**src/rtl/nexys_starship_spawn_sched_if.sv**
```systemverilog
`default_nettype none
// ============================================================================
//  Module      : nexys_starship_spawn_sched_if
//  Description : Signal bundle between the game controller / lane monster SMs
//                (master side) and the central spawn scheduler (slave side).
//                master drives timer_tick, play_flag, gameover_in, lane_full;
//                slave drives spawn_req, spawn_count, missed_grant and the
//                one-hot state flags q_Idle/q_Cool/q_Pick/q_Grant/q_Halt.
//  Revision    : 1.0  initial release
// ============================================================================
interface nexys_starship_spawn_sched_if;
    logic       timer_tick;
    logic       play_flag;
    logic       gameover_in;
    logic [3:0] lane_full;     // bit0 top, bit1 bottom, bit2 left, bit3 right
    logic [3:0] spawn_req;
    logic [7:0] spawn_count;
    logic       missed_grant;
    logic       q_Idle;
    logic       q_Cool;
    logic       q_Pick;
    logic       q_Grant;
    logic       q_Halt;

    modport master (
        output timer_tick, play_flag, gameover_in, lane_full,
        input  spawn_req, spawn_count, missed_grant,
               q_Idle, q_Cool, q_Pick, q_Grant, q_Halt
    );

    modport slave (
        input  timer_tick, play_flag, gameover_in, lane_full,
        output spawn_req, spawn_count, missed_grant,
               q_Idle, q_Cool, q_Pick, q_Grant, q_Halt
    );
endinterface
`default_nettype wire

```
**src/rtl/nexys_starship_spawn_sched.sv**
```systemverilog
`default_nettype none
// ============================================================================
//  Module      : nexys_starship_spawn_sched
//  Description : Central monster-spawn scheduler for the four lane monster
//                SMs. A free-running LFSR picks the lane, a cap on full lanes
//                throttles spawning, and each held request waits for the lane
//                to report full (or times out) before the next cooldown.
//  Ports       : Clk    - system clock
//                Reset  - synchronous active-high reset
//                bus    - slave modport of nexys_starship_spawn_sched_if
//                         (timer_tick, play_flag, gameover_in, lane_full in;
//                          spawn_req, spawn_count, missed_grant, q_* out)
//  Option      : SPAWN_SPEEDUP_EN - cooldown shortens by one tick after every
//                8th acknowledged spawn, floored at 1.
//  Revision    : 1.0  initial release
// ============================================================================
module nexys_starship_spawn_sched #(
    parameter int         MAX_ACTIVE     = 2,
    parameter int         COOLDOWN_TICKS = 3,
    parameter int         GRANT_TIMEOUT  = 4,
    parameter logic [7:0] LFSR_SEED      = 8'h01
) (
    input  logic                                Clk,
    input  logic                                Reset,
    nexys_starship_spawn_sched_if.slave         bus
);

    localparam logic [7:0] c_CD_LIM  = (COOLDOWN_TICKS < 1) ? 8'd1 : 8'(COOLDOWN_TICKS);
    localparam logic [7:0] c_TO_LIM  = (GRANT_TIMEOUT  < 1) ? 8'd1 : 8'(GRANT_TIMEOUT);
    localparam logic [2:0] c_MAX_ACT = 3'(MAX_ACTIVE);

    typedef enum logic [2:0] {
        S_IDLE  = 3'd0,
        S_COOL  = 3'd1,
        S_PICK  = 3'd2,
        S_GRANT = 3'd3,
        S_HALT  = 3'd4
    } state_t;

    state_t     r_state,       w_state_nx;
    logic [7:0] r_lfsr;
    logic [3:0] r_spawn_req,   w_spawn_req_nx;
    logic [7:0] r_spawn_count, w_spawn_count_nx;
    logic       r_missed,      w_missed_nx;
    logic [7:0] r_cd_cnt,      w_cd_cnt_nx;
    logic [7:0] r_to_cnt,      w_to_cnt_nx;
    logic [7:0] w_cd_lim;

    logic [2:0] w_active;
    logic [1:0] w_sel;
    logic       w_sel_vld;
    logic [1:0] w_idx;
    logic       w_ack;
    logic [7:0] w_cnt_inc;
    logic       w_cnt_wrap8;

    // ------------------------------------------------------------------
    // Cooldown limit: constant, or a register that shrinks with progress
    // ------------------------------------------------------------------
`ifdef SPAWN_SPEEDUP_EN
    logic [7:0] r_cd_lim, w_cd_lim_nx;

    always_ff @(posedge Clk) begin
        if (Reset) begin
            r_cd_lim <= c_CD_LIM;
        end else begin
            r_cd_lim <= w_cd_lim_nx;
        end
    end

    always_comb begin
        w_cd_lim_nx = r_cd_lim;
        if (r_state == S_IDLE && bus.play_flag) begin
            w_cd_lim_nx = c_CD_LIM;
        end else if (r_state == S_GRANT && !bus.gameover_in && w_ack &&
                     w_cnt_wrap8 && r_cd_lim > 8'd1) begin
            w_cd_lim_nx = r_cd_lim - 8'd1;
        end
    end

    assign w_cd_lim = r_cd_lim;
`else
    assign w_cd_lim = c_CD_LIM;
`endif

    // ------------------------------------------------------------------
    // LFSR runs every cycle regardless of state
    // ------------------------------------------------------------------
    always_ff @(posedge Clk) begin
        if (Reset) begin
            r_lfsr <= LFSR_SEED;
        end else begin
            r_lfsr <= {r_lfsr[6:0], r_lfsr[7] ^ r_lfsr[5] ^ r_lfsr[4] ^ r_lfsr[3]};
        end
    end

    // ------------------------------------------------------------------
    // Lane selection helpers
    // ------------------------------------------------------------------
    assign w_active = 3'(bus.lane_full[0]) + 3'(bus.lane_full[1]) +
                      3'(bus.lane_full[2]) + 3'(bus.lane_full[3]);

    // Walk the rotation from the highest offset down so the lowest offset
    // from the LFSR base that is empty is the one left in w_sel.
    always_comb begin
        w_sel     = 2'd0;
        w_sel_vld = 1'b0;
        w_idx     = 2'd0;
        for (int k = 3; k >= 0; k--) begin
            w_idx = r_lfsr[1:0] + 2'(k);
            if (!bus.lane_full[w_idx]) begin
                w_sel     = w_idx;
                w_sel_vld = 1'b1;
            end
        end
    end

    // The request is one-hot, so the addressed lane reporting full is simply
    // any overlap between the request and lane_full.
    assign w_ack       = |(bus.lane_full & r_spawn_req);
    assign w_cnt_inc   = (r_spawn_count == 8'hFF) ? 8'hFF : r_spawn_count + 8'd1;
    assign w_cnt_wrap8 = (r_spawn_count != 8'hFF) && (w_cnt_inc[2:0] == 3'd0);

    // ------------------------------------------------------------------
    // State register
    // ------------------------------------------------------------------
    always_ff @(posedge Clk) begin
        if (Reset) begin
            r_state       <= S_IDLE;
            r_spawn_req   <= 4'd0;
            r_spawn_count <= 8'd0;
            r_missed      <= 1'b0;
            r_cd_cnt      <= 8'd0;
            r_to_cnt      <= 8'd0;
        end else begin
            r_state       <= w_state_nx;
            r_spawn_req   <= w_spawn_req_nx;
            r_spawn_count <= w_spawn_count_nx;
            r_missed      <= w_missed_nx;
            r_cd_cnt      <= w_cd_cnt_nx;
            r_to_cnt      <= w_to_cnt_nx;
        end
    end

    // ------------------------------------------------------------------
    // Next-state and datapath decisions
    // ------------------------------------------------------------------
    always_comb begin
        w_state_nx       = r_state;
        w_spawn_req_nx   = r_spawn_req;
        w_spawn_count_nx = r_spawn_count;
        w_missed_nx      = r_missed;
        w_cd_cnt_nx      = r_cd_cnt;
        w_to_cnt_nx      = r_to_cnt;

        case (r_state)
            S_IDLE: begin
                // Outputs stay at their reset values while idle.
                w_spawn_req_nx   = 4'd0;
                w_spawn_count_nx = 8'd0;
                w_missed_nx      = 1'b0;
                w_cd_cnt_nx      = 8'd0;
                w_to_cnt_nx      = 8'd0;
                if (bus.play_flag) begin
                    w_state_nx = S_COOL;
                end
            end

            S_COOL: begin
                if (bus.gameover_in) begin
                    w_state_nx     = S_HALT;
                    w_spawn_req_nx = 4'd0;
                end else if (bus.timer_tick) begin
                    w_cd_cnt_nx = r_cd_cnt + 8'd1;
                    if (r_cd_cnt >= w_cd_lim - 8'd1) begin
                        w_state_nx = S_PICK;
                    end
                end
            end

            S_PICK: begin
                if (bus.gameover_in) begin
                    w_state_nx     = S_HALT;
                    w_spawn_req_nx = 4'd0;
                end else if (w_active < c_MAX_ACT && w_sel_vld) begin
                    w_spawn_req_nx = 4'b0001 << w_sel;
                    w_to_cnt_nx    = 8'd0;
                    w_state_nx     = S_GRANT;
                end
            end

            S_GRANT: begin
                if (bus.gameover_in) begin
                    w_state_nx     = S_HALT;
                    w_spawn_req_nx = 4'd0;
                end else if (w_ack) begin
                    // Ack has priority over a timeout on the same tick.
                    w_spawn_req_nx   = 4'd0;
                    w_spawn_count_nx = w_cnt_inc;
                    w_cd_cnt_nx      = 8'd0;
                    w_state_nx       = S_COOL;
                end else if (bus.timer_tick) begin
                    if (r_to_cnt >= c_TO_LIM - 8'd1) begin
                        w_spawn_req_nx = 4'd0;
                        w_missed_nx    = 1'b1;
                        w_cd_cnt_nx    = 8'd0;
                        w_state_nx     = S_COOL;
                    end else begin
                        w_to_cnt_nx = r_to_cnt + 8'd1;
                    end
                end
            end

            S_HALT: begin
                w_spawn_req_nx = 4'd0;
                if (!bus.play_flag) begin
                    // Leaving for IDLE clears everything so IDLE shows reset values.
                    w_state_nx       = S_IDLE;
                    w_spawn_count_nx = 8'd0;
                    w_missed_nx      = 1'b0;
                    w_cd_cnt_nx      = 8'd0;
                    w_to_cnt_nx      = 8'd0;
                end
            end

            default: begin
                w_state_nx     = S_IDLE;
                w_spawn_req_nx = 4'd0;
            end
        endcase
    end

    // ------------------------------------------------------------------
    // Outputs
    // ------------------------------------------------------------------
    assign bus.spawn_req    = r_spawn_req;
    assign bus.spawn_count  = r_spawn_count;
    assign bus.missed_grant = r_missed;
    assign bus.q_Idle       = (r_state == S_IDLE);
    assign bus.q_Cool       = (r_state == S_COOL);
    assign bus.q_Pick       = (r_state == S_PICK);
    assign bus.q_Grant      = (r_state == S_GRANT);
    assign bus.q_Halt       = (r_state == S_HALT);

endmodule
`default_nettype wire
```
**src/flat_wrapper.sv**
```systemverilog
// flat-port wrapper written by rule: the top's interface ports become plain ports
module nexys_starship_spawn_sched_flat 
#(
    parameter int         MAX_ACTIVE     = 2,
    parameter int         COOLDOWN_TICKS = 3,
    parameter int         GRANT_TIMEOUT  = 4,
    parameter logic [7:0] LFSR_SEED      = 8'h01
)
  (Clk, Reset, bus_timer_tick, bus_play_flag, bus_gameover_in, bus_lane_full, bus_spawn_req, bus_spawn_count, bus_missed_grant, bus_q_Idle, bus_q_Cool, bus_q_Pick, bus_q_Grant, bus_q_Halt);
  nexys_starship_spawn_sched_if bus_i ();
  input  logic Clk;
  input  logic Reset;
  input wire logic [$bits(bus_i.timer_tick)-1:0] bus_timer_tick;
  input wire logic [$bits(bus_i.play_flag)-1:0] bus_play_flag;
  input wire logic [$bits(bus_i.gameover_in)-1:0] bus_gameover_in;
  input wire logic [$bits(bus_i.lane_full)-1:0] bus_lane_full;
  output wire logic [$bits(bus_i.spawn_req)-1:0] bus_spawn_req;
  output wire logic [$bits(bus_i.spawn_count)-1:0] bus_spawn_count;
  output wire logic [$bits(bus_i.missed_grant)-1:0] bus_missed_grant;
  output wire logic [$bits(bus_i.q_Idle)-1:0] bus_q_Idle;
  output wire logic [$bits(bus_i.q_Cool)-1:0] bus_q_Cool;
  output wire logic [$bits(bus_i.q_Pick)-1:0] bus_q_Pick;
  output wire logic [$bits(bus_i.q_Grant)-1:0] bus_q_Grant;
  output wire logic [$bits(bus_i.q_Halt)-1:0] bus_q_Halt;
  assign bus_i.timer_tick = bus_timer_tick;
  assign bus_i.play_flag = bus_play_flag;
  assign bus_i.gameover_in = bus_gameover_in;
  assign bus_i.lane_full = bus_lane_full;
  assign bus_spawn_req = bus_i.spawn_req;
  assign bus_spawn_count = bus_i.spawn_count;
  assign bus_missed_grant = bus_i.missed_grant;
  assign bus_q_Idle = bus_i.q_Idle;
  assign bus_q_Cool = bus_i.q_Cool;
  assign bus_q_Pick = bus_i.q_Pick;
  assign bus_q_Grant = bus_i.q_Grant;
  assign bus_q_Halt = bus_i.q_Halt;
  nexys_starship_spawn_sched #(.MAX_ACTIVE(MAX_ACTIVE), .COOLDOWN_TICKS(COOLDOWN_TICKS), .GRANT_TIMEOUT(GRANT_TIMEOUT), .LFSR_SEED(LFSR_SEED)) u_core (.Clk(Clk), .Reset(Reset), .bus(bus_i));
endmodule
```
**config.mk**
```make
export PLATFORM = sky130hd
export DESIGN_NAME = nexys_starship_spawn_sched_flat
export DESIGN_NICKNAME = d
export VERILOG_FILES = /design/src/rtl/nexys_starship_spawn_sched_if.sv /design/src/rtl/nexys_starship_spawn_sched.sv /design/src/flat_wrapper.sv
export SDC_FILE = /design/constraint.sdc
export NUM_CORES = 1
export LEC_CHECK = 0
export ABC_AREA = 1
export BUFFER_PORTS_ARGS = -buffer_cell sky130_fd_sc_hd__buf_4
export CORE_MARGIN = 5
export CORE_UTILIZATION = 55
export CTS_BUF_LIST = sky130_fd_sc_hd__clkbuf_8 sky130_fd_sc_hd__clkbuf_16
export DETAILED_ROUTE_END_ITERATION = 10
export PLACE_DENSITY = 0.76
export SLEW_MARGIN = 20
export SYNTH_ARGS = -nofsm -noshare
export SYNTH_HDL_FRONTEND = slang
export SYNTH_SLANG_ARGS = --single-unit
```
**constraint.sdc**
```tcl
create_clock -name Clk -period 1.8 [get_ports Clk]
set_input_delay 0 -clock Clk [delete_from_list [all_inputs] [get_ports Clk]]
set_output_delay 0 -clock Clk [all_outputs]
set_load 0.01 [all_outputs]
```
==> summary.md <==
| Metric | Value |
|---|---|
| Status | `completed` |
| CTS sink count | `40` |
| Grt ovf | `0` |
| Fmax achieved | `0.607 GHz` |
| DP HPWL | `3560 um` |
| Register share of total power | `36.4%` |
| Starting Density | `57.0%` |
| First-pass GRT wire length | `8470 um` |
| First-pass DRT Iterations | `4` |
| FFs w/ async S/R, synth | `0%` |
| Root Driver | `clkbuf_8` |
| CTS tree | `yes` |
| Slowest-stage cell, CP | `dfxtp_1` |
| Fin worst setup slack | `0.151 ns` |
| Crit-path cells | `inv_2 > nand2_4 > nor2_2 > nand2_4 > nand2_4 > a21oi_2 > o21ai_2 > nor2_4 > o21ai_1 > o21ai_0 > nor2_1` |
| Period minus WS final | `1.65 ns` |
| Startpoint type of the worst setup path | `flip-flop` |
| Sequential share of the synthesized area | `35.1%` |
| Slew Limit Fails | `0` |
| Via count | `2163` |
| Post-Synthesis Cells | `329` |
| Post-Place Worst Slack | `0.103 ns` |
| Worst Max-Slew Pin Slew | `0.421 ns` |
| Drt drc | `0` |
| Most common cell in the netlist | `nand2_1` |
| GR Layer Usage met1 | `26.6%` |
| Row count | `23` |
| Die width | `74.4 um` |
| Int Power | `1.73 mW` |
| Routed WL | `4810 um` |
| Cts hold-fix bufs | `0` |
| Vias in the first global route | `1952` |
| YS warnings | `0` |
| Top FF cell, synth | `dfxtp_1` |
| Static leakage | `1.20 nW` |
| Share of the synthesized area in the top cell type | `35.1%` |
| Routability cong. | `0.930` |
| WP buf/inv | `1` |
| Seq cells post-synth | `40` |
| Port buffer count | `26` |
| Max_cap viols | `0` |
| Hold Crit Class | `primary input to flip-flop` |
| RSZ-0062 raised after global routing | `no` |
| ANT nets after route | `0` |
| Setup TNS | `0 ns` |
| Most used cell, CP | `nand2_4` |
| Wire per inst | `11.6 um` |
| Initial drt markers | `158` |
| Final hold slack | `0.0245 ns` |
| H-tree Lvls | `2` |
| Max stage delay on crit path | `0.43 ns` |
| Largest net degree at the start of global routing | `40` |
| Vias per cell | `5.22` |
| Mean Syn Cell Area | `6.93 sq um` |
| Tot GR Track Use | `19.0%` |
| Synth cell count leaders | `nand2_1 (92), dfxtp_1 (40), nor2_1 (31), a21oi_1 (29), inv_1 (29)` |
| Combinational power share | `37.6%` |
| Clock power frac | `26.0%` |
| Die area | `5530 sq um` |
| Met3 Resource Use GR | `4.59%` |
| Ports | `27` |
| Synth area leaders | `dfxtp_1 (35%), nand2_1 (15%), a21oi_1 (6.4%), nor2_1 (5.1%), inv_1 (4.8%)` |
| Final period util | `91.6%` |
| CP endpoint kind | `flip-flop` |
| Syn Nets | `344` |
| Final hold viol count | `0` |
| Family with the most delay on the worst path | `simple AND/OR/NAND/NOR gates` |
| Synth Cell Area | `2280 sq um` |
| Switch share | `38.0%` |
| Crit path required time | `1.97 ns` |
| Post-synth EDFFs | `0` |
| Final #Nets | `378` |
| Die Ht | `74.4 um` |
| Max_slew headroom | `71.9%` |
| Kind of critical path | `flip-flop to flip-flop` |
| Cell accounting for the most synthesized area | `dfxtp_1` |
| Sw power | `1.06 mW` |
| WP data arrival | `1.82 ns` |
| PD cells | `1040 nW/um^2` |
| Area Growth Syn to Fin | `17.7%` |
| Core box area | `4000 sq um` |
| Clk Latency, worst-skew pair | `0.29 ns` |
| Peak supply drop | `0.766 mV` |
| Clock buffer depth | `2` |
| Met2 usage | `29.7%` |
| Crit path max fanout | `10` |
| Num CTS Buffers | `5` |
| Yosys cell types | `34` |
| GR peak layer | `met2` |
| Initial antenna violation count | `0` |
| Clk slew on worst S/H paths | `0.08 ns` |
| Clock skew | `0.00331 ns` |
| Final setup fails | `0` |
| Layout cells sized above 1 | `20.6%` |
| ANT cells | `0` |
## power groups by stage
stage	clock network (mW)	logic, mW	registers (mW)
final	0.724	1.05	1.01
after global routing	0.786	1.18	1.03
after CTS	0.752	1.04	1.01
after detailed placement	0	1.03	1.04
after global placement	0	1.02	1.03
after floorplan	0	0.751	1.02
## metal layers
layer / share of wire [%] / up-vias
met5: 0 / -
li1: - / 1133
met2: 46 / 48
met4: 0.40 / 0
met3: 4.8 / 4
met1: 49 / 978
## worst reg2reg max path, stage by stage, from the launching register on
cell	delay, ns
dfxtp_1	0.43
inv_2	0.10
nand2_4	0.11
nor2_2	0.06
nand2_4	0.10
nand2_4	0.07
a21oi_2	0.12
o21ai_2	0.08
nor2_4	0.23
o21ai_1	0.10
o21ai_0	0.08
nor2_1	0.05
## sequential cells by signal, summed over array words and instances (netlist names)
name	count
u_core.r_to_cnt	8
u_core.r_state	3
u_core.r_lfsr	8
u_core.bus.spawn_req	4
u_core.bus.missed_grant	1
u_core.r_cd_cnt	8
u_core.bus.spawn_count	8
## kinds of logic after synthesis
group / share of synthesized area (%)
compound gates: 13.0
xor+xnor: 4.61
fa+ha+maj: 3.29
buf+inv: 6.59
flops: 35.1
simple gates: 37.4
## cell usage in the layout (no fill, tap or decap), drive strengths merged
| cell type | synthesis | final |
|---|---|---|
| nand4 | 6 | 6 |
| xor2 | 10 | 10 |
| ha | 6 | 6 |
| xnor2 | 2 | 2 |
| nor2 | 34 | 34 |
| a31oi | 1 | 1 |
| nor3b | 1 | 1 |
| buf | 0 | 30 |
| bufinv | 0 | 1 |
| nor3 | 9 | 9 |
| dfxtp | 40 | 40 |
| clkbuf | 4 | 6 |
| clkinv | 1 | 2 |
| or2 | 2 | 2 |
| a211o | 1 | 1 |
| o21ai | 15 | 15 |
| nand3b | 3 | 3 |
| o211ai | 2 | 2 |
| nand3 | 22 | 22 |
| inv | 34 | 34 |
| clkinvlp | 0 | 1 |
| a21oi | 33 | 33 |
| nand2 | 103 | 103 |
## timing repair
action                                  4_1_cts  5_1_grt
gates resized for setup                       0        6
buffers inserted                              0        2
endpoints found under the setup margin        0       13
endpoints found under the hold margin         0        0
## final timing paths
check | startpoint | endpoint | slack, ns | cells past startpoint
worst max-delay path | u_core.r_state[1] | u_core.r_cd_cnt[1] | 0.15 | 11
worst max register to register | u_core.r_state[1] | u_core.r_cd_cnt[1] | 0.15 | 11
worst min register to register | u_core.r_lfsr[6] | u_core.r_lfsr[7] | 0.41 | 2
worst min-delay path | bus_gameover_in | u_core.r_state[2] | 0.02 | 3
## stage by stage
| stage | area, sq um | std cells | power [mW] | utilization [%] |
|---|---|---|---|---|
| 4_1_cts | 2660 | 412 | 2.81 | 66.4 |
| 3_5_place_dp | 2540 | 404 | 2.07 | 63.6 |
| 6_report | 2680 | 414 | 2.79 | 67.1 |
| 2_1_floorplan | 2280 | 329 | 1.77 | - |
| 5_1_grt | 2680 | 414 | 2.99 | 67.1 |
| 3_3_place_gp | 2540 | 404 | 2.05 | 63.6 |
## area by class of cell
type,count,area (sq um)
clock buffer,5,68.8
clock inverter,3,42.5
fill,372,1320
inverter,35,135
multi-input combinational,250,1340
sequential,40,803
tap,50,62.6
timing repair buffer,31,230
(Power assumes the default switching activity.)
